===== config.mk =====
export PLATFORM = sky130hd
export DESIGN_NAME = feature_bram_reader
export DESIGN_NICKNAME = d
export VERILOG_FILES = /design/src/rtl/feature_bram_reader.sv
export SDC_FILE = /design/constraint.sdc
export NUM_CORES = 1
export LEC_CHECK = 0
export ABC_AREA = 1
export CAP_MARGIN = 20
export CORE_MARGIN = 2
export CORE_UTILIZATION = 55
export CTS_BUF_LIST = sky130_fd_sc_hd__clkbuf_16
export CTS_CLUSTER_DIAMETER = 80
export DETAILED_ROUTE_END_ITERATION = 8
export PLACE_DENSITY_LB_ADDON = 0.12
export SYNTH_ARGS = -nofsm -noshare
export SYNTH_HDL_FRONTEND = slang
export SYNTH_SLANG_ARGS = --single-unit

===== constraint.sdc =====
create_clock -name clk -period 9.5 [get_ports clk]
set_input_delay 1.425 -clock clk [delete_from_list [all_inputs] [get_ports clk]]
set_output_delay 1.425 -clock clk [all_outputs]
set_load 0.01 [all_outputs]

===== src/rtl/feature_bram_reader.sv =====
// feature_bram_reader: walks a rectangular tile in the feature buffer, issues one BRAM read per
// credit cycle and re-times the 1-cycle read latency into a valid/ready pixel stream.
// Optional build macro FEATURE_READER_ABORT_EN adds an 'abort' input that cancels a running tile.
module feature_bram_reader #(
    parameter int unsigned ADDR_W = 12,
    parameter int unsigned DATA_W = 8
) (
    input  logic              clk,
    input  logic              reset,
    input  logic              start,
    input  logic [ADDR_W-1:0] base_addr,
    input  logic [ADDR_W:0]   cols,
    input  logic [ADDR_W:0]   rows,
    input  logic [ADDR_W-1:0] pitch,
`ifdef FEATURE_READER_ABORT_EN
    input  logic              abort,
`endif
    output logic [ADDR_W-1:0] read_addr,
    input  logic [DATA_W-1:0] bram_data,
    output logic [DATA_W-1:0] m_data,
    output logic              m_valid,
    input  logic              m_ready,
    output logic              m_eol,
    output logic              m_last,
    output logic              busy,
    output logic              done
);

    typedef enum logic [1:0] {StIdle, StRun, StDrain, StFin} state_e;

    localparam int unsigned EntW = DATA_W + 2;
    localparam logic [ADDR_W-1:0] AddrOne = {{(ADDR_W-1){1'b0}}, 1'b1};
    localparam logic [ADDR_W:0]   CntOne  = {{ADDR_W{1'b0}}, 1'b1};

    state_e            state_q, state_d;
    logic [ADDR_W-1:0] row_base_q, row_base_d;
    logic [ADDR_W-1:0] pitch_q, pitch_d;
    logic [ADDR_W-1:0] addr_q, addr_d;
    logic [ADDR_W:0]   col_q, col_d, row_q, row_d;
    logic [ADDR_W:0]   cols_q, cols_d, rows_q, rows_d;
    logic              infl_q, infl_d;
    logic              tag_eol_q, tag_eol_d;
    logic              tag_last_q, tag_last_d;
    logic [EntW-1:0]   fifo_q [2];
    logic [EntW-1:0]   fifo_d [2];
    logic [1:0]        occ_q, occ_d;
    logic              busy_q, busy_d;
    logic              done_q, done_d;

    logic              abort_req;
    logic [EntW-1:0]   arr_ent, head_ent;
    logic              pop, pop_fifo, push, issue, credit_ok;
    logic [2:0]        pend;
    logic [ADDR_W:0]   col_nxt, row_nxt;
    logic              last_col, last_row;

`ifdef FEATURE_READER_ABORT_EN
    assign abort_req = abort & busy_q;
`else
    assign abort_req = 1'b0;
`endif

    // Data arriving this cycle for the read issued last cycle, with its tags.
    assign arr_ent = {tag_last_q, tag_eol_q, bram_data};

    // Stream head: FIFO entry if any, otherwise fall through the arriving read so the first
    // pixel is visible one cycle after its address.
    always_comb begin
        head_ent = '0;
        if (occ_q != 2'd0) begin
            head_ent = fifo_q[0];
        end else if (infl_q) begin
            head_ent = arr_ent;
        end
    end

    assign m_valid   = (occ_q != 2'd0) | infl_q;
    assign m_data    = head_ent[DATA_W-1:0];
    assign m_eol     = head_ent[DATA_W];
    assign m_last    = head_ent[DATA_W+1];
    assign read_addr = addr_q;
    assign busy      = busy_q;
    assign done      = done_q;

    assign pop      = m_valid & m_ready;
    assign pop_fifo = pop & (occ_q != 2'd0);
    // An arriving read bypasses the FIFO only when it is the head and is taken right away.
    assign push     = infl_q & ~(pop & (occ_q == 2'd0));

    // Credit: buffered plus in-flight reads, minus the beat leaving now, must stay below 2.
    assign pend      = {1'b0, occ_q} + {2'b00, infl_q} - {2'b00, pop};
    assign credit_ok = pend < 3'd2;
    assign issue     = (state_q == StRun) & credit_ok & ~abort_req;

    assign col_nxt  = col_q + CntOne;
    assign row_nxt  = row_q + CntOne;
    assign last_col = (col_nxt == cols_q);
    assign last_row = (row_nxt == rows_q);

    // Two-entry output FIFO: shift on pop, append arriving read behind what remains.
    always_comb begin
        fifo_d = fifo_q;
        occ_d  = occ_q;
        if (pop_fifo) begin
            fifo_d[0] = fifo_q[1];
            occ_d     = occ_q - 2'd1;
        end
        if (push) begin
            if (occ_d == 2'd0) begin
                fifo_d[0] = arr_ent;
            end else begin
                fifo_d[1] = arr_ent;
            end
            occ_d = occ_d + 2'd1;
        end
        if (abort_req) begin
            occ_d = 2'd0;
        end
    end

    // Command sequencing, address walk and tag pipe.
    always_comb begin
        state_d    = state_q;
        row_base_d = row_base_q;
        pitch_d    = pitch_q;
        addr_d     = addr_q;
        col_d      = col_q;
        row_d      = row_q;
        cols_d     = cols_q;
        rows_d     = rows_q;
        busy_d     = busy_q;
        done_d     = 1'b0;
        infl_d     = issue;
        tag_eol_d  = issue & last_col;
        tag_last_d = issue & last_col & last_row;

        unique case (state_q)
            StIdle: begin
                if (start) begin
                    row_base_d = base_addr;
                    addr_d     = base_addr;
                    pitch_d    = pitch;
                    cols_d     = cols;
                    rows_d     = rows;
                    col_d      = '0;
                    row_d      = '0;
                    busy_d     = 1'b1;
                    if (cols == '0 || rows == '0) begin
                        state_d = StFin;
                        done_d  = 1'b1;
                    end else begin
                        state_d = StRun;
                    end
                end
            end
            StRun: begin
                if (issue) begin
                    if (last_col) begin
                        row_base_d = row_base_q + pitch_q;
                        addr_d     = row_base_q + pitch_q;
                        col_d      = '0;
                        row_d      = row_nxt;
                        if (last_row) begin
                            state_d = StDrain;
                        end
                    end else begin
                        addr_d = addr_q + AddrOne;
                        col_d  = col_nxt;
                    end
                end
            end
            StDrain: begin
                // Nothing is issued here, so an empty FIFO next cycle means the last beat left.
                if (occ_d == 2'd0) begin
                    state_d = StFin;
                    done_d  = 1'b1;
                    busy_d  = 1'b0;
                end
            end
            StFin: begin
                state_d = StIdle;
                busy_d  = 1'b0;
            end
            default: state_d = StIdle;
        endcase

        if (abort_req) begin
            state_d = StIdle;
            busy_d  = 1'b0;
            done_d  = 1'b0;
            infl_d  = 1'b0;
        end
    end

    // State registers, asynchronously cleared.
    always_ff @(posedge clk or negedge reset) begin
        if (!reset) begin
            state_q    <= StIdle;
            row_base_q <= '0;
            pitch_q    <= '0;
            addr_q     <= '0;
            col_q      <= '0;
            row_q      <= '0;
            cols_q     <= '0;
            rows_q     <= '0;
            infl_q     <= 1'b0;
            tag_eol_q  <= 1'b0;
            tag_last_q <= 1'b0;
            fifo_q[0]  <= '0;
            fifo_q[1]  <= '0;
            occ_q      <= 2'd0;
            busy_q     <= 1'b0;
            done_q     <= 1'b0;
        end else begin
            state_q    <= state_d;
            row_base_q <= row_base_d;
            pitch_q    <= pitch_d;
            addr_q     <= addr_d;
            col_q      <= col_d;
            row_q      <= row_d;
            cols_q     <= cols_d;
            rows_q     <= rows_d;
            infl_q     <= infl_d;
            tag_eol_q  <= tag_eol_d;
            tag_last_q <= tag_last_d;
            fifo_q[0]  <= fifo_d[0];
            fifo_q[1]  <= fifo_d[1];
            occ_q      <= occ_d;
            busy_q     <= busy_d;
            done_q     <= done_d;
        end
    end

endmodule


==> tab_implementation.tex, run 1 <==
\begin{tabular}{lr}
\hline
Metric & Value \\
\hline
\multicolumn{2}{l}{\textbf{Cells and area}} \\
Layout cell share with drive strength beyond 1 & 0.0712 \\
Commonest non-fill, non-tap cell in the layout & nand2\_1 \\
Cell Count, Final, Fillers Out & 1169 \\
Count of inserted antenna diode cells & 0 \\
Commonest non-fill, non-tap cells in the layout & nand2\_1 (219), dfrtp\_1 (117), nor2\_1 (98), inv\_1 (96), clkdlybuf4s50\_1 (85) \\
Net count reported at finish & 1069 \\
Util after Layout & 0.683 \\
Area Overhead vs Synth & 22.6\% \\
Final cell area excluding filler cells & 0.00852 mm\^{}2 \\
\multicolumn{2}{l}{\textbf{STA}} \\
Count of final max-slew check failures & 0 \\
WHS & 0.485 ns \\
Post-layout worst setup margin & 4.26 ns \\
Final setup violation count & 0 \\
Share of the clock period used by the worst path & 0.552 \\
Slew @ Worst Pin & 1.04 ns \\
Total negative setup slack & 0 ns \\
Fmax & 0.191 GHz \\
Post-Route Skew & 0.00838 ns \\
Final hold violation count & 0 \\
Unrepaired setup endpoints after global routing & no \\
Minimum clock period & 5.24 ns \\
Max transition margin & 0.304 \\
\multicolumn{2}{l}{\textbf{Critical path}} \\
Reg-to-reg slack, setup & 4.60 ns \\
Required time of the critical path & 9.84 ns \\
Reg2reg start & occ\_q[1] \\
Start-to-end type of the worst setup path & in2reg \\
Endpoint of the most critical register-to-register path & row\_base\_q[1] \\
Largest driver fanout on the critical path & 34 \\
Last element of the critical path & row\_base\_q[1] \\
Endpoint type of the worst setup path & flop \\
Data arrival time at the worst-slack endpoint & 5.58 ns \\
Worst reg2reg path depth & 16 \\
Worst setup path start & m\_ready \\
Kind of launch point of the worst setup path & input pin \\
\multicolumn{2}{l}{\textbf{Clock tree}} \\
Buffer count from post-CTS setup fixing & 0 \\
Root buffer cell & clkbuf\_16 \\
TritonCTS clock tree & built \\
Clock net sink count & 117 \\
Clock slew seen by the registers of the worst setup and hold paths & 0.05 ns \\
Number of gates resized after CTS & 0 \\
H-tree lvl count & 4 \\
Latest clock arrival within the worst-skew pair & 0.42 ns \\
Maximum buffer depth of the clock tree & 2 \\
Number of CTS-inserted buffers & 17 \\
Hold buffers post-CTS & 0 \\
\multicolumn{2}{l}{\textbf{Routing}} \\
Final ANT Viol Nets & 0 \\
First-iteration detailed-routing DRC count & 490 \\
Drt wl/cell & 14.4 um \\
1st-pass router iterations & 5 \\
Post-route DRC & 0 \\
Via-to-Cell Ratio & 5.42 \\
Count of vias placed by the detailed router & 6332 \\
Final Routed Wirelength & 16800 um \\
\multicolumn{2}{l}{\textbf{Placed design}} \\
Pre-CTS worst setup slack & 3.90 ns \\
Number of port buffers & 86 \\
Post-place instance area & 0.00792 mm\^{}2 \\
HPWL after detailed placement & 11800 um \\
Final weighted congestion of routability-driven global placement & 0.891 \\
Placed Instances & 1137 \\
\multicolumn{2}{l}{\textbf{Synthesis}} \\
Synth Net Count & 987 \\
Post-synthesis async set-or-reset flop share & 1.00 \\
Netlist area before placement & 0.00695 mm\^{}2 \\
Average cell area after synthesis & 7.71 um\^{}2 \\
Count of flip-flops with a built-in enable after synthesis & 0 \\
Synthesis-stage register bit count & 117 \\
Most used flip-flop cell after synthesis & dfrtp\_1 \\
Part of the Yosys area used for sequential elements & 0.421 \\
Gate count of the mapped netlist & 902 \\
Yosys warning count & 0 \\
Distinct cells, synth & 39 \\
\multicolumn{2}{l}{\textbf{Pwr}} \\
Leakage power figure & 3.86 nW \\
Worst supply voltage drop on vdd & 0.240 mV \\
Power density over the cells & 347 mW/mm\^{}2 \\
Post-layout total power & 2.95 mW \\
\multicolumn{2}{l}{\textbf{Global route}} \\
Largest net degree at the start of global routing & 60 \\
GRT Residual Overflow & 0 \\
Wire length of the first global-routing pass & 27700 um \\
Aggregate global-route resource usage & 0.262 \\
Number of global-route vias before repair & 5814 \\
Initial antenna violation count & 0 \\
\multicolumn{2}{l}{\textbf{Min path}} \\
Hold crit path type & reg2reg \\
Depth of the worst hold-timing path & 2 \\
\multicolumn{2}{l}{\textbf{Die}} \\
Width of the die & 116 um \\
Die H & 116 um \\
Area inside the core boundary & 0.0125 mm\^{}2 \\
Number of ports placed on the die boundary & 87 \\
Total number of placement rows & 41 \\
Initial cell density of the core & 0.558 \\
Die footprint & 0.0136 mm\^{}2 \\
\multicolumn{2}{l}{\textbf{Run}} \\
Maximum Capacitance Violations & 0 \\
\multicolumn{2}{l}{\textbf{Status}} \\
Run status & finished, final reports clean \\
\hline
\end{tabular}
## state kept, by name, summed over array words and instances (netlist names)
name	flops
row_base_q	12
occ_q	2
fifo_q	20
row_q	13
col_q	13
state_q	2
rows_q	13
tag_last_q	1
tag_eol_q	1
read_addr	12
infl_q	1
done	1
cols_q	13
pitch_q	12
busy	1
## cell usage after synthesis, types with 8 or more instances
master,n,share of area
inv_1,94,0.051
nand2_1,220,0.12
nand3_1,72,0.052
ha_1,21,0.038
o211ai_1,10,0.011
o21ai_0,43,0.031
xor2_1,16,0.020
nor2_1,98,0.053
dfrtp_1,117,0.42
nand4_1,18,0.016
nand3b_1,8,0.0086
nor3_1,8,0.0058
o22ai_1,34,0.031
a21oi_1,41,0.030
clkbuf_1,17,0.0092
mux2_2,23,0.037
## power breakdown
part	switching, mW	internal (mW)
sequential	0.140	0.700
clock	0.219	0.430
combinational	0.866	0.598
## how the worst min path moves through the flow
stage	from	endpoint	slack, ns
after floorplan	rows_q[12]	rows_q[12]	0.45
after global placement	rows_q[12]	rows_q[12]	0.47
after detailed placement	fifo_q[1]	fifo_q[1]	0.47
after CTS	fifo_q[1]	fifo_q[1]	0.49
after global routing	fifo_q[1]	fifo_q[1]	0.50
final	fifo_q[9]	fifo_q[9]	0.49
## worst max-delay path, stage by stage
cell	delay, ns
clkdlybuf4s50_1	0.51
nand2_1	0.06
inv_1	0.05
ha_1	0.21
or2_2	0.30
fa_1	0.38
xnor2_1	0.13
nand2_1	0.14
o21ai_1	0.17
o21ai_2	0.37
clkinv_1	1.04
nand2_2	0.56
nor2_1	0.11
nor2_1	0.12
## per-layer routing
metal,GRT usage,up-vias,share of wire
met5,0,-,0
met3,0.0519,24,0.056
li1,-,3182,-
met1,0.371,2938,0.47
met2,0.407,188,0.46
met4,0.0833,0,0.018
## final cells by class
class | instances | area [um^2]
flip-flops and latches | 117 | 2930
inverters | 97 | 364
well taps | 172 | 215
clock buffers | 17 | 425
multi-input cells | 663 | 3540
fillers | 1076 | 3950
repair buffers | 88 | 873
clock inverters | 15 | 170
## cell families (layout without fill, tap and decap cells)
logic type / Yosys count / after routing / synth area share
and+or+nand+nor: 449 / 449 / 0.281
buffers and inverters: 122 / 217 / 0.0695
adders and majority gates: 23 / 23 / 0.0436
xor gates and xnor gates: 23 / 23 / 0.0290
AOI/OAI and AO/OA: 145 / 145 / 0.118
muxes: 23 / 23 / 0.0373
DFF: 117 / 117 / 0.421
Power figures use the tool's default switching activity.
==> run 2: changes to the inputs <==
CORE_UTILIZATION = 51   (was 55)
clock period = 4.7 ns   (was 9.5 ns; I/O delays follow)
==> tab_implementation.tex, run 2 (synthesis results as in run 1) <==
\begin{tabular}{lr}
\hline
Metric & Value \\
\hline
\multicolumn{2}{l}{\textbf{STA}} \\
Minimum clock period & 4.01 ns \\
Final setup violation count & 0 \\
Post-Route Skew & 0.00482 ns \\
Count of final max-slew check failures & 0 \\
Max transition margin & 0.436 \\
Fmax & 0.250 GHz \\
Total negative setup slack & 0 ns \\
Unrepaired setup endpoints after global routing & no \\
Share of the clock period used by the worst path & 0.852 \\
Final hold violation count & 0 \\
Slew @ Worst Pin & 0.843 ns \\
\multicolumn{2}{l}{\textbf{Clock tree}} \\
Latest clock arrival within the worst-skew pair & 0.42 ns \\
Root buffer cell & clkbuf\_16 \\
H-tree lvl count & 4 \\
Number of gates resized after CTS & 0 \\
Number of CTS-inserted buffers & 17 \\
TritonCTS clock tree & built \\
Buffer count from post-CTS setup fixing & 0 \\
Maximum buffer depth of the clock tree & 2 \\
Clock net sink count & 117 \\
Hold buffers post-CTS & 0 \\
Clock slew seen by the registers of the worst setup and hold paths & 0.05 ns \\
\multicolumn{2}{l}{\textbf{Cells and area}} \\
Layout cell share with drive strength beyond 1 & 0.0788 \\
Net count reported at finish & 1076 \\
Commonest non-fill, non-tap cells in the layout & nand2\_1 (219), dfrtp\_1 (117), nor2\_1 (98), inv\_1 (95), clkdlybuf4s50\_1 (85) \\
Top register by number of flip-flops & fifo\_q \\
Final cell area excluding filler cells & 0.00852 mm\^{}2 \\
Area Overhead vs Synth & 22.6\% \\
Count of inserted antenna diode cells & 0 \\
Util after Layout & 0.641 \\
Commonest non-fill, non-tap cell in the layout & nand2\_1 \\
Cell Count, Final, Fillers Out & 1178 \\
Largest register FFs & 20 \\
Filler Cell Count & 1201 \\
\multicolumn{2}{l}{\textbf{Routing}} \\
Count of vias placed by the detailed router & 6336 \\
Final ANT Viol Nets & 0 \\
First-iteration detailed-routing DRC count & 374 \\
1st-pass router iterations & 5 \\
Via-to-Cell Ratio & 5.38 \\
Post-route DRC & 0 \\
Final Routed Wirelength & 17000 um \\
Drt wl/cell & 14.4 um \\
\multicolumn{2}{l}{\textbf{Critical path}} \\
Start-to-end type of the worst setup path & reg2reg \\
Largest driver fanout on the critical path & 16 \\
Data arrival time at the worst-slack endpoint & 4.30 ns \\
Endpoint type of the worst setup path & flop \\
Kind of launch point of the worst setup path & flop \\
Required time of the critical path & 4.99 ns \\
\multicolumn{2}{l}{\textbf{Pwr}} \\
Worst supply voltage drop on vdd & 0.461 mV \\
Post-layout total power & 5.93 mW \\
Power density over the cells & 696 mW/mm\^{}2 \\
Leakage power figure & 3.86 nW \\
\multicolumn{2}{l}{\textbf{Status}} \\
Run status & finished, final reports clean \\
\multicolumn{2}{l}{\textbf{Global route}} \\
Largest net degree at the start of global routing & 59 \\
Aggregate global-route resource usage & 0.246 \\
Wire length of the first global-routing pass & 28300 um \\
GRT Residual Overflow & 0 \\
Initial antenna violation count & 0 \\
Number of global-route vias before repair & 6006 \\
\multicolumn{2}{l}{\textbf{Die}} \\
Area inside the core boundary & 0.0133 mm\^{}2 \\
Width of the die & 121 um \\
Die H & 121 um \\
Total number of placement rows & 42 \\
Initial cell density of the core & 0.523 \\
Die footprint & 0.0146 mm\^{}2 \\
Number of ports placed on the die boundary & 87 \\
\multicolumn{2}{l}{\textbf{Placed design}} \\
HPWL after detailed placement & 12200 um \\
Number of port buffers & 86 \\
Placed Instances & 1148 \\
Post-place instance area & 0.00798 mm\^{}2 \\
Final weighted congestion of routability-driven global placement & 0.847 \\
\multicolumn{2}{l}{\textbf{Min path}} \\
Hold crit path type & in2async \\
\multicolumn{2}{l}{\textbf{Run}} \\
Maximum Capacitance Violations & 0 \\
\hline
\end{tabular}
==> run 2: path summary, 6_finish.rpt <==
kind                           start    endpoint  slack [ns]  cells after the start
setup / recovery            occ_q[1]    row_q[5]        0.69                     16
hold / removal                 reset   rows_q[6]        0.38                      1
setup reg to reg            occ_q[1]    row_q[5]        0.69                     16
hold reg to reg            fifo_q[7]   fifo_q[7]        0.48                      2
max in group asynchronous      reset  pitch_q[6]        3.40                      2
min in group clk           fifo_q[7]   fifo_q[7]        0.48                      2
==> run 2: critical path, stage by stage (launching register included) <==
cell	delay, ns
dfrtp_1	0.43
inv_1	0.08
ha_1	0.45
nand2_1	0.16
nand2_1	0.08
inv_1	0.04
ha_1	0.25
or2_2	0.30
fa_1	0.38
xnor2_1	0.14
nand2_1	0.13
o21ai_1	0.40
o21ai_2	0.12
buf_4	0.22
nor2_4	0.34
buf_4	0.26
o22ai_1	0.09
==> run 2: cell type report <==
cell class              count  area (um^2)  share of cell area
repair buffers             95          926               0.109
flip-flops and latches    117         2930               0.343
multi-input cells         663         3540               0.416
clock buffers              17          425              0.0499
inverters                  97          364              0.0427
clock inverters            13          119              0.0139
well taps                 176          220              0.0258
==> run 2: metrics by stage <==
| stage | hold slack (ns) | worst slack, ns |
|---|---|---|
| final | 0.378 | 0.694 |
| after global routing | 0.426 | 0.317 |
| after CTS | 0.401 | 0.685 |
| after detailed placement | 0.476 | 0.659 |
| after global placement | 0.467 | 0.747 |
| after floorplan | 0.409 | 1.42 |
==> run 2: power by group <==
group / leakage [nW] / internal, mW / switching (mW)
registers: 1.43 / 1.42 / 0.280
clock network: 0.258 / 0.759 / 0.454
logic: 2.17 / 1.25 / 1.77
total: 3.86 / 3.43 / 2.50
==> run 2: metal layers <==
metal,global-route usage,routed length [um]
met3,0.0538,730
met2,0.385,7780
met5,0,0
met1,0.339,8180
met4,0.0850,300
==> run 3: changes to the inputs <==
CORE_UTILIZATION = 55   (was 51)
clock period = 4.1 ns   (was 4.7 ns; I/O delays follow)
==> tab_implementation.tex, run 3 (synthesis results as in run 1) <==
\begin{tabular}{lr}
\hline
Metric & Value \\
\hline
\multicolumn{2}{l}{\textbf{Pwr}} \\
Clock group share of total power & 0.223 \\
Power density over the cells & 818 mW/mm\^{}2 \\
Internal power & 4.16 mW \\
Post-layout total power & 7.05 mW \\
Switching part of the total power & 0.410 \\
Worst supply voltage drop on vdd & 0.608 mV \\
Leakage power figure & 3.92 nW \\
Combinational share of power & 0.500 \\
Fraction of power consumed by sequential logic & 0.277 \\
Sw power & 2.89 mW \\
\multicolumn{2}{l}{\textbf{Clock tree}} \\
TritonCTS clock tree & built \\
Number of CTS-inserted buffers & 17 \\
Clock net sink count & 117 \\
H-tree lvl count & 4 \\
Buffer count from post-CTS setup fixing & 0 \\
Root buffer cell & clkbuf\_16 \\
Clock slew seen by the registers of the worst setup and hold paths & 0.06 ns \\
Maximum buffer depth of the clock tree & 2 \\
Hold buffers post-CTS & 0 \\
Number of gates resized after CTS & 0 \\
Latest clock arrival within the worst-skew pair & 0.42 ns \\
\multicolumn{2}{l}{\textbf{Placed design}} \\
HPWL after detailed placement & 11700 um \\
Final weighted congestion of routability-driven global placement & 0.903 \\
Placed Instances & 1145 \\
Number of port buffers & 86 \\
\multicolumn{2}{l}{\textbf{Global route}} \\
Number of global-route vias before repair & 5975 \\
Wire length of the first global-routing pass & 28200 um \\
Largest net degree at the start of global routing & 71 \\
GRT Residual Overflow & 0 \\
Aggregate global-route resource usage & 0.268 \\
Initial antenna violation count & 0 \\
\multicolumn{2}{l}{\textbf{Die}} \\
Initial cell density of the core & 0.558 \\
Die footprint & 0.0136 mm\^{}2 \\
Number of ports placed on the die boundary & 87 \\
Width of the die & 116 um \\
Area inside the core boundary & 0.0125 mm\^{}2 \\
Total number of placement rows & 41 \\
Die H & 116 um \\
\multicolumn{2}{l}{\textbf{Critical path}} \\
Endpoint of the most critical register-to-register path & col\_q[8] \\
Worst reg2reg path depth & 17 \\
Largest driver fanout on the critical path & 18 \\
Endpoint type of the worst setup path & flop \\
Data arrival time at the worst-slack endpoint & 3.67 ns \\
Reg2reg start & occ\_q[1] \\
Start-to-end type of the worst setup path & reg2reg \\
Kind of launch point of the worst setup path & flop \\
Reg-to-reg slack, setup & 0.76 ns \\
Required time of the critical path & 4.43 ns \\
\multicolumn{2}{l}{\textbf{Cells and area}} \\
Net count reported at finish & 1077 \\
Area Overhead vs Synth & 24.1\% \\
Cell Count, Final, Fillers Out & 1175 \\
Count of inserted antenna diode cells & 0 \\
Filler Cell Count & 1038 \\
Layout cell share with drive strength beyond 1 & 0.0837 \\
Largest register FFs & 20 \\
Top register by number of flip-flops & fifo\_q \\
Commonest non-fill, non-tap cell in the layout & nand2\_1 \\
Commonest non-fill, non-tap cells in the layout & nand2\_1 (219), dfrtp\_1 (117), nor2\_1 (98), inv\_1 (94), clkdlybuf4s50\_1 (85) \\
\multicolumn{2}{l}{\textbf{Routing}} \\
Drt wl/cell & 14.5 um \\
Post-route DRC & 0 \\
Via-to-Cell Ratio & 5.46 \\
1st-pass router iterations & 6 \\
Count of vias placed by the detailed router & 6421 \\
Final ANT Viol Nets & 0 \\
First-iteration detailed-routing DRC count & 451 \\
Final Routed Wirelength & 17000 um \\
\multicolumn{2}{l}{\textbf{Min path}} \\
Hold crit path type & in2async \\
\multicolumn{2}{l}{\textbf{STA}} \\
Slew @ Worst Pin & 0.945 ns \\
Fmax & 0.299 GHz \\
Post-Route Skew & 0.00697 ns \\
Unrepaired setup endpoints after global routing & no \\
Final hold violation count & 0 \\
Count of final max-slew check failures & 0 \\
Total negative setup slack & 0 ns \\
Share of the clock period used by the worst path & 0.815 \\
Max transition margin & 0.370 \\
Minimum clock period & 3.34 ns \\
Final setup violation count & 0 \\
WHS & 0.300 ns \\
\multicolumn{2}{l}{\textbf{Run}} \\
Maximum Capacitance Violations & 0 \\
\multicolumn{2}{l}{\textbf{Status}} \\
Run status & finished, final reports clean \\
\hline
\end{tabular}
run 3: cell count changes in the layout (fill, tap and decap cells not counted):
cell,previous run,this run
clkinv_1,6,3
clkinv_2,2,7
clkinvlp_4,4,0
inv_1,95,94
bufinv_16,2,5
buf_12,0,2
buf_4,10,9
run 3: stage by stage:
step                       util  instance area (um^2)  worst slack [ns]
final                     0.692                  8620             0.759
after CTS                 0.692                  8620             0.760
after global placement    0.642                  8010             0.565
after detailed placement  0.642                  8010             0.461
after global routing      0.692                  8620             0.464
after floorplan               -                  6950             0.820
run 3: worst max-delay path: stages (launching register included):
cell      delay [ns]
dfrtp_1         0.43
inv_1           0.08
ha_1            0.15
nand2_1         0.09
nand2_1         0.06
inv_1           0.04
ha_1            0.25
or2_2           0.30
fa_1            0.38
xnor2_1         0.15
nand2_1         0.13
o21ai_1         0.23
o21ai_2         0.13
clkinv_1        0.07
buf_4           0.24
buf_4           0.27
nand3_1         0.09
o22ai_1         0.16
run 3: layer usage:
| metal | up-vias | global-route usage | share of wire | routed length (um) |
|---|---|---|---|---|
| met3 | 23 | 0.0623 | 0.053 | 894 |
| met2 | 188 | 0.436 | 0.47 | 8020 |
| met1 | 3019 | 0.358 | 0.46 | 7870 |
| li1 | 3191 | - | - | - |
| met5 | - | 0 | 0 | 0 |
| met4 | 0 | 0.0802 | 0.012 | 203 |
run 3: cell type report:
type	count	area, um^2	share of cell area
flip-flops and latches	117	2930	0.340
clock inverters	13	189	0.0219
inverters	97	364	0.0422
well taps	172	215	0.0250
clock buffers	17	425	0.0493
repair buffers	96	958	0.111
multi-input cells	663	3540	0.411
run 3: power by group through the flow:
stage / sequential [mW] / clock, mW / combinational (mW)
floorplan: 1.90 / 0 / 2.47
global placement: 1.95 / 0 / 3.42
detailed placement: 1.96 / 0 / 3.48
CTS: 1.95 / 1.59 / 3.52
global route: 2.01 / 1.65 / 3.97
finish: 1.95 / 1.57 / 3.52
run 3: worst max path at each step:
stage / from / end / slack (ns) / cells after the start
2_1_floorplan: occ_q[1] / read_addr[3] / 0.82 / 17
3_3_place_gp: m_ready / col_q[7] / 0.56 / 15
3_5_place_dp: m_ready / col_q[8] / 0.46 / 15
4_1_cts: occ_q[1] / col_q[8] / 0.76 / 17
5_1_grt: occ_q[1] / col_q[9] / 0.46 / 17
6_report: occ_q[1] / col_q[8] / 0.76 / 17
